File: config.mk
export PLATFORM = sky130hd
export DESIGN_NAME = reg_xfer_sequencer
export DESIGN_NICKNAME = d
export VERILOG_FILES = /design/src/rtl/reg_xfer_sequencer_pkg.sv /design/src/rtl/reg_xfer_sequencer_decode.sv /design/src/rtl/reg_xfer_sequencer.sv
export SDC_FILE = /design/constraint.sdc
export NUM_CORES = 1
export LEC_CHECK = 0
export CAP_MARGIN = 30
export CORE_ASPECT_RATIO = 1.25
export CORE_UTILIZATION = 50
export CTS_CLUSTER_DIAMETER = 100
export DETAILED_ROUTE_END_ITERATION = 7
export GPL_ROUTABILITY_DRIVEN = 1
export PLACE_DENSITY = 0.89
export SLEW_MARGIN = 20
export SYNTH_ARGS = -nofsm -noshare
export SYNTH_HDL_FRONTEND = slang
export SYNTH_SLANG_ARGS = --single-unit
File: constraint.sdc
create_clock -name clk -period 2.42 [get_ports clk]
set_clock_uncertainty 0.15 [all_clocks]
set_input_delay 0.484 -clock clk [delete_from_list [all_inputs] [get_ports clk]]
set_output_delay 0.484 -clock clk [all_outputs]
set_load 0.05 [all_outputs]
File: src/rtl/reg_xfer_sequencer_pkg.sv
// Shared types for the split-register transfer sequencer: transfer kinds,
// per-half register operations and the sequencer FSM state encoding.
package xfer_pkg;

    // Transfer kinds offered by the instruction decoder
    typedef enum logic [2:0] {
        MOVE     = 3'd0,
        MOVE_LO  = 3'd1,
        MOVE_HI  = 3'd2,
        LO_TO_HI = 3'd3,
        HI_TO_LO = 3'd4,
        LOAD_LO  = 3'd5,
        LOAD_HI  = 3'd6,
        EXCHANGE = 3'd7
    } xfer_kind_t;

    // Per-half register operation. WRITE drives the shared lane (and the
    // crossover lane when the other half is not also writing); SWRITENC
    // drives only its own lane; READ samples its own lane.
    typedef enum logic [1:0] {
        REG_OP_NONE     = 2'd0,
        REG_OP_READ     = 2'd1,
        REG_OP_WRITE    = 2'd2,
        REG_OP_SWRITENC = 2'd3
    } reg_op_t;

    // Each state names the step currently presented on the outputs
    typedef enum logic [1:0] {
        ST_IDLE = 2'd0,
        ST_EX1  = 2'd1,
        ST_EX2  = 2'd2,
        ST_XFER = 2'd3
    } seq_state_t;

    // Step numbers inside an EXCHANGE
    localparam logic [1:0] STEP_1 = 2'd0;
    localparam logic [1:0] STEP_2 = 2'd1;
    localparam logic [1:0] STEP_3 = 2'd2;

    function automatic logic is_load(input xfer_kind_t k);
        return (k == LOAD_LO) || (k == LOAD_HI);
    endfunction

endpackage

File: src/rtl/reg_xfer_sequencer_decode.sv
// Purely combinational step decoder: maps one (kind, src, dst, nib, step)
// to the per-register strobe vectors. Also flags requests that must be
// turned into an all-NONE error step.
module xfer_step_decode
    import xfer_pkg::*;
#(
    parameter int HALF_WIDTH = 4,
    parameter int NUM_REGS   = 4,
    parameter int TMP_REG    = NUM_REGS - 1,
    parameter int IDX_W      = $clog2(NUM_REGS)
) (
    input  logic                       active,
    input  xfer_kind_t                 kind,
    input  logic [IDX_W-1:0]           src,
    input  logic [IDX_W-1:0]           dst,
    input  logic [HALF_WIDTH-1:0]      nib,
    input  logic [1:0]                 step,
    output reg_op_t [NUM_REGS-1:0]     op_low,
    output reg_op_t [NUM_REGS-1:0]     op_high,
    output logic [NUM_REGS-1:0]        bus_b_low,
    output logic [NUM_REGS-1:0]        bus_b_high,
    output logic [HALF_WIDTH-1:0]      bus_b_out,
    output logic                       done,
    output logic                       err,
    output logic                       reject
);

    localparam logic [IDX_W-1:0] TMP_IDX = IDX_W'(TMP_REG);

    logic [IDX_W-1:0] mv_a;
    logic [IDX_W-1:0] mv_b;

    function automatic logic idx_bad(input logic [IDX_W-1:0] idx);
        return ({1'b0, idx} >= (IDX_W+1)'(NUM_REGS));
    endfunction

    // Validate the request fields independently of whether a step is active
    always_comb begin
        reject = idx_bad(src) || idx_bad(dst)
              || (!is_load(kind) && (src == dst))
              || ((kind == EXCHANGE) && ((src == TMP_IDX) || (dst == TMP_IDX)));
    end

    // Pick the source/destination of the full MOVE that an EXCHANGE step performs
    always_comb begin
        mv_a = src;
        mv_b = dst;
        if (kind == EXCHANGE) begin
            case (step)
                STEP_1:  begin mv_a = src;     mv_b = TMP_IDX; end
                STEP_2:  begin mv_a = dst;     mv_b = src;     end
                default: begin mv_a = TMP_IDX; mv_b = dst;     end
            endcase
        end
    end

    // Build the strobe vectors for the selected step
    always_comb begin
        for (int i = 0; i < NUM_REGS; i++) begin
            op_low[i]  = REG_OP_NONE;
            op_high[i] = REG_OP_NONE;
        end
        bus_b_low  = '0;
        bus_b_high = '0;
        bus_b_out  = '0;
        done       = 1'b0;
        err        = 1'b0;
        if (active) begin
            if (reject) begin
                done = 1'b1;
                err  = 1'b1;
            end else begin
                done = 1'b1;
                case (kind)
                    MOVE, EXCHANGE: begin
                        op_low[mv_a]  = REG_OP_WRITE;
                        op_high[mv_a] = REG_OP_WRITE;
                        op_low[mv_b]  = REG_OP_READ;
                        op_high[mv_b] = REG_OP_READ;
                        done = (kind == MOVE) || (step == STEP_3);
                    end
                    MOVE_LO: begin
                        op_low[src] = REG_OP_SWRITENC;
                        op_low[dst] = REG_OP_READ;
                    end
                    MOVE_HI: begin
                        op_high[src] = REG_OP_SWRITENC;
                        op_high[dst] = REG_OP_READ;
                    end
                    LO_TO_HI: begin
                        op_low[src]  = REG_OP_WRITE;
                        op_high[dst] = REG_OP_READ;
                    end
                    HI_TO_LO: begin
                        op_high[src] = REG_OP_WRITE;
                        op_low[dst]  = REG_OP_READ;
                    end
                    LOAD_LO: begin
                        bus_b_out      = nib;
                        bus_b_low[dst] = 1'b1;
                    end
                    default: begin
                        bus_b_out       = nib;
                        bus_b_high[dst] = 1'b1;
                    end
                endcase
            end
        end
    end

endmodule

File: src/rtl/reg_xfer_sequencer.sv
// Transfer sequencer top: accepts one request at a time, drives registered
// per-register strobes for one step (or three for EXCHANGE) and pulses done.
// Handshake: a request is accepted on a posedge where req_valid && req_ready;
// its first step is on the outputs from that edge to the next one. req_valid
// while req_ready is low is ignored, never queued.
module reg_xfer_sequencer
    import xfer_pkg::*;
#(
    parameter int HALF_WIDTH = 4,
    parameter int NUM_REGS   = 4,
    parameter int TMP_REG    = NUM_REGS - 1,
    parameter int IDX_W      = $clog2(NUM_REGS)
) (
    input  logic                       clk,
    input  logic                       rst,
    input  logic                       req_valid,
    output logic                       req_ready,
    input  xfer_kind_t                 req_kind,
    input  logic [IDX_W-1:0]           req_src,
    input  logic [IDX_W-1:0]           req_dst,
    input  logic [HALF_WIDTH-1:0]      req_nib,
    output reg_op_t [NUM_REGS-1:0]     op_low,
    output reg_op_t [NUM_REGS-1:0]     op_high,
    output logic [NUM_REGS-1:0]        bus_b_low,
    output logic [NUM_REGS-1:0]        bus_b_high,
    output logic [HALF_WIDTH-1:0]      bus_b_out,
    output logic                       done,
    output logic                       err,
    output logic [1:0]                 dbg_state
);

    seq_state_t              state_q, state_d;
    xfer_kind_t              kind_q, kind_d;
    logic [IDX_W-1:0]        src_q, src_d;
    logic [IDX_W-1:0]        dst_q, dst_d;
    logic [HALF_WIDTH-1:0]   nib_q, nib_d;

    reg_op_t [NUM_REGS-1:0]  op_low_q, op_low_d;
    reg_op_t [NUM_REGS-1:0]  op_high_q, op_high_d;
    logic [NUM_REGS-1:0]     bus_b_low_q, bus_b_low_d;
    logic [NUM_REGS-1:0]     bus_b_high_q, bus_b_high_d;
    logic [HALF_WIDTH-1:0]   bus_b_out_q, bus_b_out_d;
    logic                    done_q, done_d;
    logic                    err_q, err_d;

    logic                    accept;
    logic                    dec_active;
    xfer_kind_t              dec_kind;
    logic [IDX_W-1:0]        dec_src;
    logic [IDX_W-1:0]        dec_dst;
    logic [HALF_WIDTH-1:0]   dec_nib;
    logic [1:0]              dec_step;
    reg_op_t [NUM_REGS-1:0]  dec_op_low;
    reg_op_t [NUM_REGS-1:0]  dec_op_high;
    logic [NUM_REGS-1:0]     dec_bus_b_low;
    logic [NUM_REGS-1:0]     dec_bus_b_high;
    logic [HALF_WIDTH-1:0]   dec_bus_b_out;
    logic                    dec_done;
    logic                    dec_err;
    logic                    dec_reject;

    // State, latched request and registered strobes
    always_ff @(posedge clk) begin
        if (rst) begin
            state_q      <= ST_IDLE;
            kind_q       <= MOVE;
            src_q        <= '0;
            dst_q        <= '0;
            nib_q        <= '0;
            for (int i = 0; i < NUM_REGS; i++) begin
                op_low_q[i]  <= REG_OP_NONE;
                op_high_q[i] <= REG_OP_NONE;
            end
            bus_b_low_q  <= '0;
            bus_b_high_q <= '0;
            bus_b_out_q  <= '0;
            done_q       <= 1'b0;
            err_q        <= 1'b0;
        end else begin
            state_q      <= state_d;
            kind_q       <= kind_d;
            src_q        <= src_d;
            dst_q        <= dst_d;
            nib_q        <= nib_d;
            op_low_q     <= op_low_d;
            op_high_q    <= op_high_d;
            bus_b_low_q  <= bus_b_low_d;
            bus_b_high_q <= bus_b_high_d;
            bus_b_out_q  <= bus_b_out_d;
            done_q       <= done_d;
            err_q        <= err_d;
        end
    end

    // Next state, request latch and next strobe values
    always_comb begin
        state_d = state_q;
        case (state_q)
            ST_EX1:  state_d = ST_EX2;
            ST_EX2:  state_d = ST_XFER;
            default: begin
                if (accept) begin
                    state_d = ((req_kind == EXCHANGE) && !dec_reject) ? ST_EX1 : ST_XFER;
                end else begin
                    state_d = ST_IDLE;
                end
            end
        endcase
        kind_d       = accept ? req_kind : kind_q;
        src_d        = accept ? req_src  : src_q;
        dst_d        = accept ? req_dst  : dst_q;
        nib_d        = accept ? req_nib  : nib_q;
        op_low_d     = dec_op_low;
        op_high_d    = dec_op_high;
        bus_b_low_d  = dec_bus_b_low;
        bus_b_high_d = dec_bus_b_high;
        bus_b_out_d  = dec_bus_b_out;
        done_d       = dec_done;
        err_d        = dec_err;
    end

    // Handshake and step selection: a new request decodes as step 1 from the
    // request ports; later EXCHANGE steps decode from the latched fields
    always_comb begin
        req_ready  = (state_q == ST_IDLE) || (state_q == ST_XFER);
        accept     = req_valid && req_ready;
        dec_active = 1'b0;
        dec_kind   = req_kind;
        dec_src    = req_src;
        dec_dst    = req_dst;
        dec_nib    = req_nib;
        dec_step   = STEP_1;
        if (accept) begin
            dec_active = 1'b1;
        end else if ((state_q == ST_EX1) || (state_q == ST_EX2)) begin
            dec_active = 1'b1;
            dec_kind   = kind_q;
            dec_src    = src_q;
            dec_dst    = dst_q;
            dec_nib    = nib_q;
            dec_step   = (state_q == ST_EX1) ? STEP_2 : STEP_3;
        end
    end

    xfer_step_decode #(
        .HALF_WIDTH (HALF_WIDTH),
        .NUM_REGS   (NUM_REGS),
        .TMP_REG    (TMP_REG),
        .IDX_W      (IDX_W)
    ) u_decode (
        .active     (dec_active),
        .kind       (dec_kind),
        .src        (dec_src),
        .dst        (dec_dst),
        .nib        (dec_nib),
        .step       (dec_step),
        .op_low     (dec_op_low),
        .op_high    (dec_op_high),
        .bus_b_low  (dec_bus_b_low),
        .bus_b_high (dec_bus_b_high),
        .bus_b_out  (dec_bus_b_out),
        .done       (dec_done),
        .err        (dec_err),
        .reject     (dec_reject)
    );

    assign op_low     = op_low_q;
    assign op_high    = op_high_q;
    assign bus_b_low  = bus_b_low_q;
    assign bus_b_high = bus_b_high_q;
    assign bus_b_out  = bus_b_out_q;
    assign done       = done_q;
    assign err        = err_q;
    assign dbg_state  = state_q;

endmodule
Word level (Yosys, flattened, before mapping)
Cells that the tools add are included.

storage, ports and cells
  memories kept = 0
  logic and storage cells = 109
  input bits = 14
  output and inout bits = 33
  memory bits (read-only) = 0
  flip-flop bits (word level) = 43
  bits in writable memories = 0
  latch bits = 0

operators by class
  multiply operators = 0
  reductions and logical operators = 25
  magnitude comparators = 8
  muxes and demuxes = 35
  shift operators = 0
  bitwise gates (word level) = 7
  equal/unequal tests = 16
  add/subtract/negate cells = 0
  div/mod/pow operators = 0

operator list
  kind                  count
  $pmux W8 S4           2
  $mux W2               15
  $demux W2 S2          4
  $eq A3 B3 Y1 const B  5
  $lt A2 B3 Y1 const B  4
  $pmux W2 S2           3
  $eq A2 B2 Y1 const B  5
  $reduce_or A10 Y1     1
  $reduce_or A9 Y1      1
  $and A4 B4 Y4         2
  $ge A2 B1 Y1 const B  4
  $logic_and A1 B1 Y1   8
  $mux W4               2
  $not A4 Y4            2
  $eq A3 B2 Y1 const B  2
  $logic_or A1 B1 Y1    6
  $mux W1               6
  $mux W3               2
  $eq A2 B1 Y1 const B  2
  $logic_not A2 Y1      2
  $or A4 B4 Y4          1
  $reduce_or A2 Y1      2
  $reduce_or A4 Y1      1
  $eq A3 B1 Y1 const B  1
  6 further kinds       8

Depth between registers and ports, before layout
  depth after elaboration = 14
  mapped depth = 11
  gate-level depth less buffers = 7

Modules after synthesis
Synthesis repeated with hierarchy kept, for this count alone.

second synthesis, totals
  cells, all modules = 288
  area total of the unflattened synthesis = 2,586.2 µm²

modules (own cells, without submodules)
  module              instances  cells each  area an instance (µm²)
  reg_xfer_sequencer  1          138         1,620.3
  xfer_step_decode    1          150         965.9

Worst setup path after synthesis
OpenSTA, ideal clock, no wires.

  path type = flip-flop to flip-flop
  start = register state_q[0] (netlist: dbg_state[0])
  end = register op_low_q, in the netlist op_low[4]
  required time = 2.142 ns
  arrival time = 2.580 ns
  setup slack = -0.439 ns
  cell stages (with the launch flop) = 12
  library setup time = 0.128 ns
  clock period less this slack = 2.859 ns
  path buffers = 5
  cells stage by stage = dfxtp_1 -> inv_1 -> ha_1 -> buf_6 -> buf_8 -> buf_8 -> buf_12 -> buf_6 -> mux2i_1 -> nor2_1 -> o21ai_0 -> a21oi_1

on the way
  cells in the longest elaborated chain, start to end = 12

ends and longest elaborated chain
  what                                                                       RTL line                         text
  from (decl)                                                                reg_xfer_sequencer.sv:32         seq_state_t state_q, state_d;
  from (signal assigned)                                                     reg_xfer_sequencer.sv:80         state_q <= state_d;
  $eq A2 B2 Y1 / $logic_not A2 Y1 (equally long branches)                    reg_xfer_sequencer.sv:125        req_ready = (state_q == ST_IDLE) || (state_q == ST_XFER);
  $logic_or A1 B1 Y1 *                                                       reg_xfer_sequencer.sv:125
  via req_ready                                                              reg_xfer_sequencer.sv:17         output logic req_ready,
  $logic_and A1 B1 Y1 *                                                      reg_xfer_sequencer.sv:126        accept = req_valid && req_ready;
  $mux W2                                                                    reg_xfer_sequencer.sv:133        if (accept) begin
  $eq A2 B1 Y1 / $logic_not A2 Y1 (equally long branches)                    reg_xfer_sequencer_decode.sv:49  case (step)
  $pmux W2 S2                                                                reg_xfer_sequencer_decode.sv:49
  $mux W2                                                                    reg_xfer_sequencer_decode.sv:48  if (kind == EXCHANGE) begin
  $lt A2 B3 Y1 (not written as such) / $ge A2 B1 Y1 (equally long branches)  reg_xfer_sequencer_decode.sv:78  op_low[mv_b] = REG_OP_READ;
  $logic_and A1 B1 Y1 (not written as such)                                  reg_xfer_sequencer_decode.sv:78
  $mux W2 (not written as such)                                              reg_xfer_sequencer_decode.sv:78
  $demux W2 S2                                                               n/a
  $pmux W8 S4                                                                reg_xfer_sequencer_decode.sv:74  case (kind)
  to (signal assigned)                                                       reg_xfer_sequencer.sv:85         op_low_q <= op_low_d;
  to (decl)                                                                  reg_xfer_sequencer.sv:38         reg_op_t [NUM_REGS-1:0] op_low_q, op_low_d;

The timed path passes the listed nets; every way through them passes the cells marked *.
A chain may end at the register's enable or synchronous reset.

Final worst setup path
  start = register state_q[0] (netlist: dbg_state[0])
  end = register op_low_q, in the netlist op_low[4]

on the way
  cells in the longest elaborated chain, start to end = 12

ends and longest elaborated chain
  what                                                                       RTL line                                              text
  $eq A2 B1 Y1 (tied with other cells)                                       reg_xfer_sequencer.sv:135, reg_xfer_sequencer.sv:141
  $mux W2 (tied with other cells)                                            reg_xfer_sequencer.sv:141                             dec_step = (state_q == ST_EX1) ? STEP_2 : STEP_3;
  $mux W2 / $logic_and A1 B1 Y1 (equally long branches)                      reg_xfer_sequencer.sv:135, reg_xfer_sequencer.sv:126
  $mux W2                                                                    reg_xfer_sequencer.sv:133
  $eq A2 B1 Y1 / $logic_not A2 Y1 (equally long branches)                    reg_xfer_sequencer_decode.sv:49
  $pmux W2 S2                                                                reg_xfer_sequencer_decode.sv:49
  $mux W2                                                                    reg_xfer_sequencer_decode.sv:48
  $lt A2 B3 Y1 (not written as such) / $ge A2 B1 Y1 (equally long branches)  reg_xfer_sequencer_decode.sv:78
  $logic_and A1 B1 Y1 (not written as such)                                  reg_xfer_sequencer_decode.sv:78
  $mux W2 (not written as such)                                              reg_xfer_sequencer_decode.sv:78
  $demux W2 S2                                                               n/a
  $pmux W8 S4                                                                reg_xfer_sequencer_decode.sv:74

Parallel ways exist; a longest one is shown, timed or not.

==> impl_metrics.csv <==
group,metric,value,unit
layout,synthToLayoutAreaGrowth,30.3,%
layout,stdcell_area,2930,sq um
logic_synthesis,yosysSeqAreaShare,38.3,%
global_route,grt_max_degree,19,
timing,maxSlewViolCount,0,
logic_synthesis,synthTopCellsByArea,"dfxtp_1 38%, a21oi_1 7.6%, nand2_1 7.3%",
floorplan,coreArea,4200,sq um
routing,post-route-drc-count,0,
floorplan,chipHeight,77.0,microns
layout,drive_gt1_share,14.1,%
timing,finalSetupViolCount,0,
floorplan,num_rows,26,
timing,rsz0062_at_grt,"no",
clocking,hold_buffers,0,
critical_path,rrSetupSlack,0.15,ns
pwr,comb_power_share,53.3,%
logic_synthesis,yosysWarnings,0,
floorplan,start_util,53.5,%
pwr,p_int,0.00156,W
floorplan,ioPinCount,47,
routing,wl_met3,288,microns
status,outcome,"finished, final reports clean",
clocking,cts_max_level,2,
routing,wirelength,5.42,mm
place,post_dp_cell_area,2820,sq um
critical_path,crit_chain,"inv_1 -> ha_4 -> buf_4 -> nor3b_1 -> o21bai_1 -> o21ai_0 -> o21ai_0 -> a21oi_1",
clocking,clk_pin_slew,0.07,ns
hold_path,hp-class,"flip-flop to flip-flop",
floorplan,die_x,62.0,microns
timing,hold_viol,0,
logic_synthesis,synthTopCellsByCount,"44 x nand2_1, 43 x dfxtp_1, 34 x a21oi_1",
timing,whs,0.307,ns
clocking,cts_made_buffers,5,
routing,num_vias,2122,
logic_synthesis,synth_flop_cell,"dfxtp_1",
critical_path,crit_type,"flip-flop to flip-flop",
logic_synthesis,synth_cell_types,53,
logic_synthesis,netlist_area,2250,sq um
critical_path,slowest_stage,"ha_4",
place,io_buffers,46,
timing,relSlewSlack,60.7,%
global_route,grt_pass1_vias,1945,
logic_synthesis,syn_area_per_cell,8.45,sq um
layout,nets,341,
clocking,cts_tree,"done",
logic_synthesis,yosysTopAreaCellShare,38.3,%
clocking,cts_root_buf,"clkbuf_8",
critical_path,required,2.49,ns
pwr,switching_share,42.5,%
routing,dr.max_layer_used,"met4",
routing,first_pass_iters,5,
pwr,powerDensity,925,nW/um^2
global_route,grt_use_total,25.3,%
place,gp_congestion,0.977,
floorplan,dieArea,4770,sq um
routing,wl_met2,2.65,mm
critical_path,cp_common_cell,"o21ai_0",
routing,wire_per_inst,14.2,microns
layout,fin_cells,382,
clocking,cts_buffer_depth,2,
logic_synthesis,synth.most_common_cell,"nand2_1",
global_route,grt_first_pass_wirelength,9.14,mm
pwr,p_switching,0.00115,W
pwr,power_frac_seq,30.8,%
routing,wl_met1,2.36,mm
clocking,cts_num_sinks,43,
job,maxCapViolations,0,
critical_path,worstPathMaxFanout,16,
global_route,antenna_found_initial,0,
routing,first_iter_violations,182,
routing,viasPerCell,5.55,
pwr,peakVddDrop,0.000488,V
critical_path,critPathArrivalTime,2.34,ns
timing,fmax,440,MHz
logic_synthesis,synth_top_area_cell,"dfxtp_1",
global_route,grt-ovfl-total,0,
pwr,leakage,1.15,nW
clocking,clk_latency,0.29,ns
timing,fin_crit_sh,93.9,%
place,hpwl,4.08,mm
routing,ant_nets,0,
logic_synthesis,syn_nets,282,
logic_synthesis,synth_edf_count,0,
place,dp.cells,372,
pwr,p_clk_share,15.9,%
critical_path,crit_path_start_kind,"flip-flop",
critical_path,worstSetupEndpointType,"flip-flop",
layout,diodes,0,
critical_path,cp_slowest_stage_delay,0.38,ns
timing,worstMarginPinSlew,0.588,ns
logic_synthesis,async_flop_share,0,%
logic_synthesis,netlist_instances,266,
timing,fin_crit,2.27,ns
logic_synthesis,yosys_register_bits,43,
## per-stage QoR
stage	utilization, %	TNS, ns	power [W]	worst slack, ns
finish	69.8	0	0.00271	0.148
global route	69.8	0	0.00287	0.0221
CTS	69.2	0	0.00267	0.0818
detailed placement	67.3	-0.316	0.00223	-0.0574
global placement	67.3	-0.00285	0.00221	-0.00214
floorplan	-	0	0.00192	0.0391
## flip-flops by register name, indices dropped and copies added, names as in the netlist
register and count:
bus_b_high 4, bus_b_low 4, bus_b_out 4, dbg_state 2
done 1, dst_q 2, err 1, kind_q 3
nib_q 4, op_high 8, op_low 8, src_q 2
## final cells by class
type	instances	area, sq um
clock buffer	7	76.3
clock inverter	1	5.00
fill	341	1270
inverter	3	11.3
multi-input combinational	208	1290
sequential	43	866
tap	56	70.1
timing repair buffer	64	606
## repair_timing
action / CTS / global route
gates resized for setup: 0 / 2
setup endpoints to repair: 0 / 15
setup buffers: 0 / 2
## worst paths after layout
| check | start | end | cells past startpoint |
|---|---|---|---|
| setup reg to reg | dbg_state[0]$_SDFF_PP0_ | op_low[4]$_SDFF_PP0_ | 8 |
| hold reg to reg | nib_q[1]$_SDFFE_PP0P_ | nib_q[1]$_SDFFE_PP0P_ | 2 |
| setup / recovery | dbg_state[0]$_SDFF_PP0_ | op_low[4]$_SDFF_PP0_ | 8 |
| hold / removal | nib_q[1]$_SDFFE_PP0P_ | nib_q[1]$_SDFFE_PP0P_ | 2 |
## cell families after synthesis
group           after synthesis  share of synthesized area (%)
buf+inv                      15                           5.07
fa+ha+maj                     2                           1.11
mux                          17                           8.52
compound gates               83                           22.6
xor+xnor                      4                           1.56
flops                        43                           38.3
simple gates                102                           22.8
## cells in the final DEF (no fill, tap or decap), types with 2 or more instances in the layout
cell / instances
xor2_1: 4
a21oi_1: 34
o21ai_1: 5
dfxtp_1: 41
a2bb2oi_1: 2
buf_4: 18
a22oi_2: 2
nand3_1: 8
o22ai_1: 2
nor2b_1: 6
and2_1: 3
nor2_1: 20
clkdlybuf4s50_1: 45
mux2i_1: 11
nor3_1: 5
o21ai_0: 17
clkbuf_1: 2
mux2_2: 3
a21o_1: 4
nand2_1: 44
a211o_1: 2
o21a_1: 2
o211ai_1: 4
clkbuf_8: 5
inv_1: 3
nor3b_1: 2
## critical path, delay by kind of cell, from the launching register on
kind | cells | cell delay, ns
adders and majority gates | 1 | 0.38
and+or+nand+nor | 1 | 0.28
buffers and inverters | 2 | 0.28
AOI/OAI and AO/OA | 4 | 0.75
DFF | 1 | 0.35
## power by group through the flow
stage	clock (W)	sequential (W)	combinational (W)
2_1_floorplan	0	0.00100	0.000919
3_3_place_gp	0	0.000846	0.00137
3_5_place_dp	0	0.000851	0.00138
4_1_cts	0.000439	0.000834	0.00139
5_1_grt	0.000478	0.000847	0.00155
6_report	0.000430	0.000835	0.00144
## routing by layer
| layer | vias to the layer above | track usage, % |
|---|---|---|
| met1 | 962 | 33.4 |
| met3 | 12 | 4.72 |
| met4 | 0 | 12.7 |
| met5 | - | 0 |
| li1 | 1063 | - |
| met2 | 85 | 38.3 |
No activity file was read; power rests on OpenSTA's default activity.
==> RTL change: new RTL, same settings <==
`NUM_REGS` is set to 4 in 2 places; all go to 2.
--- a/src/rtl/reg_xfer_sequencer_decode.sv
+++ b/src/rtl/reg_xfer_sequencer_decode.sv
@@ -6,5 +6,5 @@
 #(
     parameter int HALF_WIDTH = 4,
-    parameter int NUM_REGS   = 4,
+    parameter int NUM_REGS   = 2,
     parameter int TMP_REG    = NUM_REGS - 1,
     parameter int IDX_W      = $clog2(NUM_REGS)
--- a/src/rtl/reg_xfer_sequencer.sv
+++ b/src/rtl/reg_xfer_sequencer.sv
@@ -8,5 +8,5 @@
 #(
     parameter int HALF_WIDTH = 4,
-    parameter int NUM_REGS   = 4,
+    parameter int NUM_REGS   = 2,
     parameter int TMP_REG    = NUM_REGS - 1,
     parameter int IDX_W      = $clog2(NUM_REGS)
Interface: changed (6 resized); port bits go from 47 to 33. No check against the original RTL was run, so the function may have changed too.
==> RTL change against the original RTL <==
- sequential cell count is 14 lower
- design area is 39% lower
- total power is 42% lower
- synthesized cell count is 41% lower
- critical path type unchanged
- setup slack worse by 86 ps
- largest power group unchanged
- count of clock-buffer cells in the layout is 1 lower
- wire length is 43% lower
- synthesized area is 42% lower
==> RTL change: results (changes against the original RTL) <==
Clk Latency, worst-skew pair = 330 ps (+40 ps)
Vias = 1295 (-39%)
input/output buffers = 32 (-30%)
most area-consuming cells after synthesis = dfxtp_1 44%, a21oi_1 7.3%, nand2_1 5.2%
Worst Min Path Start = nib_q[3]$_SDFFE_PP0P_
critical path peak fanout = 19 (+3)
global-route wire length before repair = 4.93 mm (-46%)
HPWL Detailed = 2.35 mm (-43%)
synth warn = 0 (unchanged)
Post-Route WL = 3.08 mm (-43%)
routability cong. = 0.883 (-9.6%)
largest net degree at the start of global routing = 20 (+1)
Slew Limit Headroom = 0.644 (+0.0366)
GRT Total Usage = 0.245 (-0.00812)
Critical Path Slowest Stage Cell = mux2i_2
cts bufs inserted = 5 (unchanged)
DRT iter0 DRCs = 42 (-77%)
Clock transition at path regs = 90 ps (+20 ps)
Crit path max-delay family = simple AND/OR/NAND/NOR gates
status = completed
root buffer cell = clkbuf_4
synthesized net count = 171 (-39%)
share of cells above drive strength 1 = 0.121 (-0.0199)
Seq/Total Area, Yosys = 0.443 (+0.0601)
DP Cell Count = 223 (-40%)
TritonRoute pass-1 iters = 4 (-1)
post-CTS setup buffers = 0 (unchanged)
CP startpoint = dbg_state[0]$_SDFF_PP0_
Area after DPL = 1720 um2 (-39%)
nets@finish = 211 (-38%)
Leak Pwr = 0.000673 uW (-41%)
worst stage delay on the critical path = 490 ps (+110 ps)
Critical Path AT = 2470 ps (+130 ps)
vias in the first global route = 1193 (-39%)
VDD IR-drop max = 0.000612 V (+25%)
most common library cells after synthesis = 29 x dfxtp_1, 19 x a21oi_1, 18 x nand2_1
Synth cell types = 31 (-42%)
filler cell count = 198 (-42%)
final std cells w/o fill = 231 (-40%)
PwrDens = 876 nW/um2 (-5.3%)
DP Worst Slack = -4.96 ps (+52.4 ps)
syn avg cell area = 8.34 um2 (-1.2%)
==> RTL change: final timing paths <==
| kind | cells after the start | slack [ps] | to |
|---|---|---|---|
| max | 7 | 60 | op_low[1]$_SDFF_PP0_ |
| min | 2 | 320 | nib_q[3]$_SDFFE_PP0P_ |
| max reg2reg | 7 | 60 | op_low[1]$_SDFF_PP0_ |
| min reg2reg | 2 | 320 | nib_q[3]$_SDFFE_PP0P_ |
==> RTL change: area by class of cell <==
cell class / count / area share
Timing Repair Buffer: 39 / 0.215
Tap cell: 33 / 0.0232
Clock inverter: 2 / 0.00563
Sequential cell: 29 / 0.327
Clock buffer: 6 / 0.0232
Multi-Input combinational cell: 115 / 0.391
Inverter: 7 / 0.0148
==> RTL change: per-layer routing <==
metal,track usage,routed length (um),vias up
met1,0.261,1170,602
li1,-,-,627
met4,0.111,109,0
met3,0.0823,167,12
met5,0,0,-
met2,0.419,1630,54
==> RTL change: tightest hold or removal path, stage by stage (launching register included) <==
cell and delay, ps:
dfxtp_1 310, nand2_1 50, a21oi_1 50
==> RTL change: cells by family (layout without fill, tap and decap cells) <==
kind of cell	count (synthesis)	count (layout)	share of synthesized area
adder cells (fa/ha/maj)	2	2	0.0191
flip-flops	29	29	0.443
buffers and inverters	13	54	0.0420
XOR/XNOR	1	1	0.00669
AND/OR/NAND/NOR	60	60	0.211
AO/OA/AOI/OAI	40	40	0.173
multiplexers	12	12	0.105
==> RTL change: power breakdown <==
part	switching, uW	internal [uW]
logic	446	287
clock network	164	110
registers	26.3	525
total	637	922
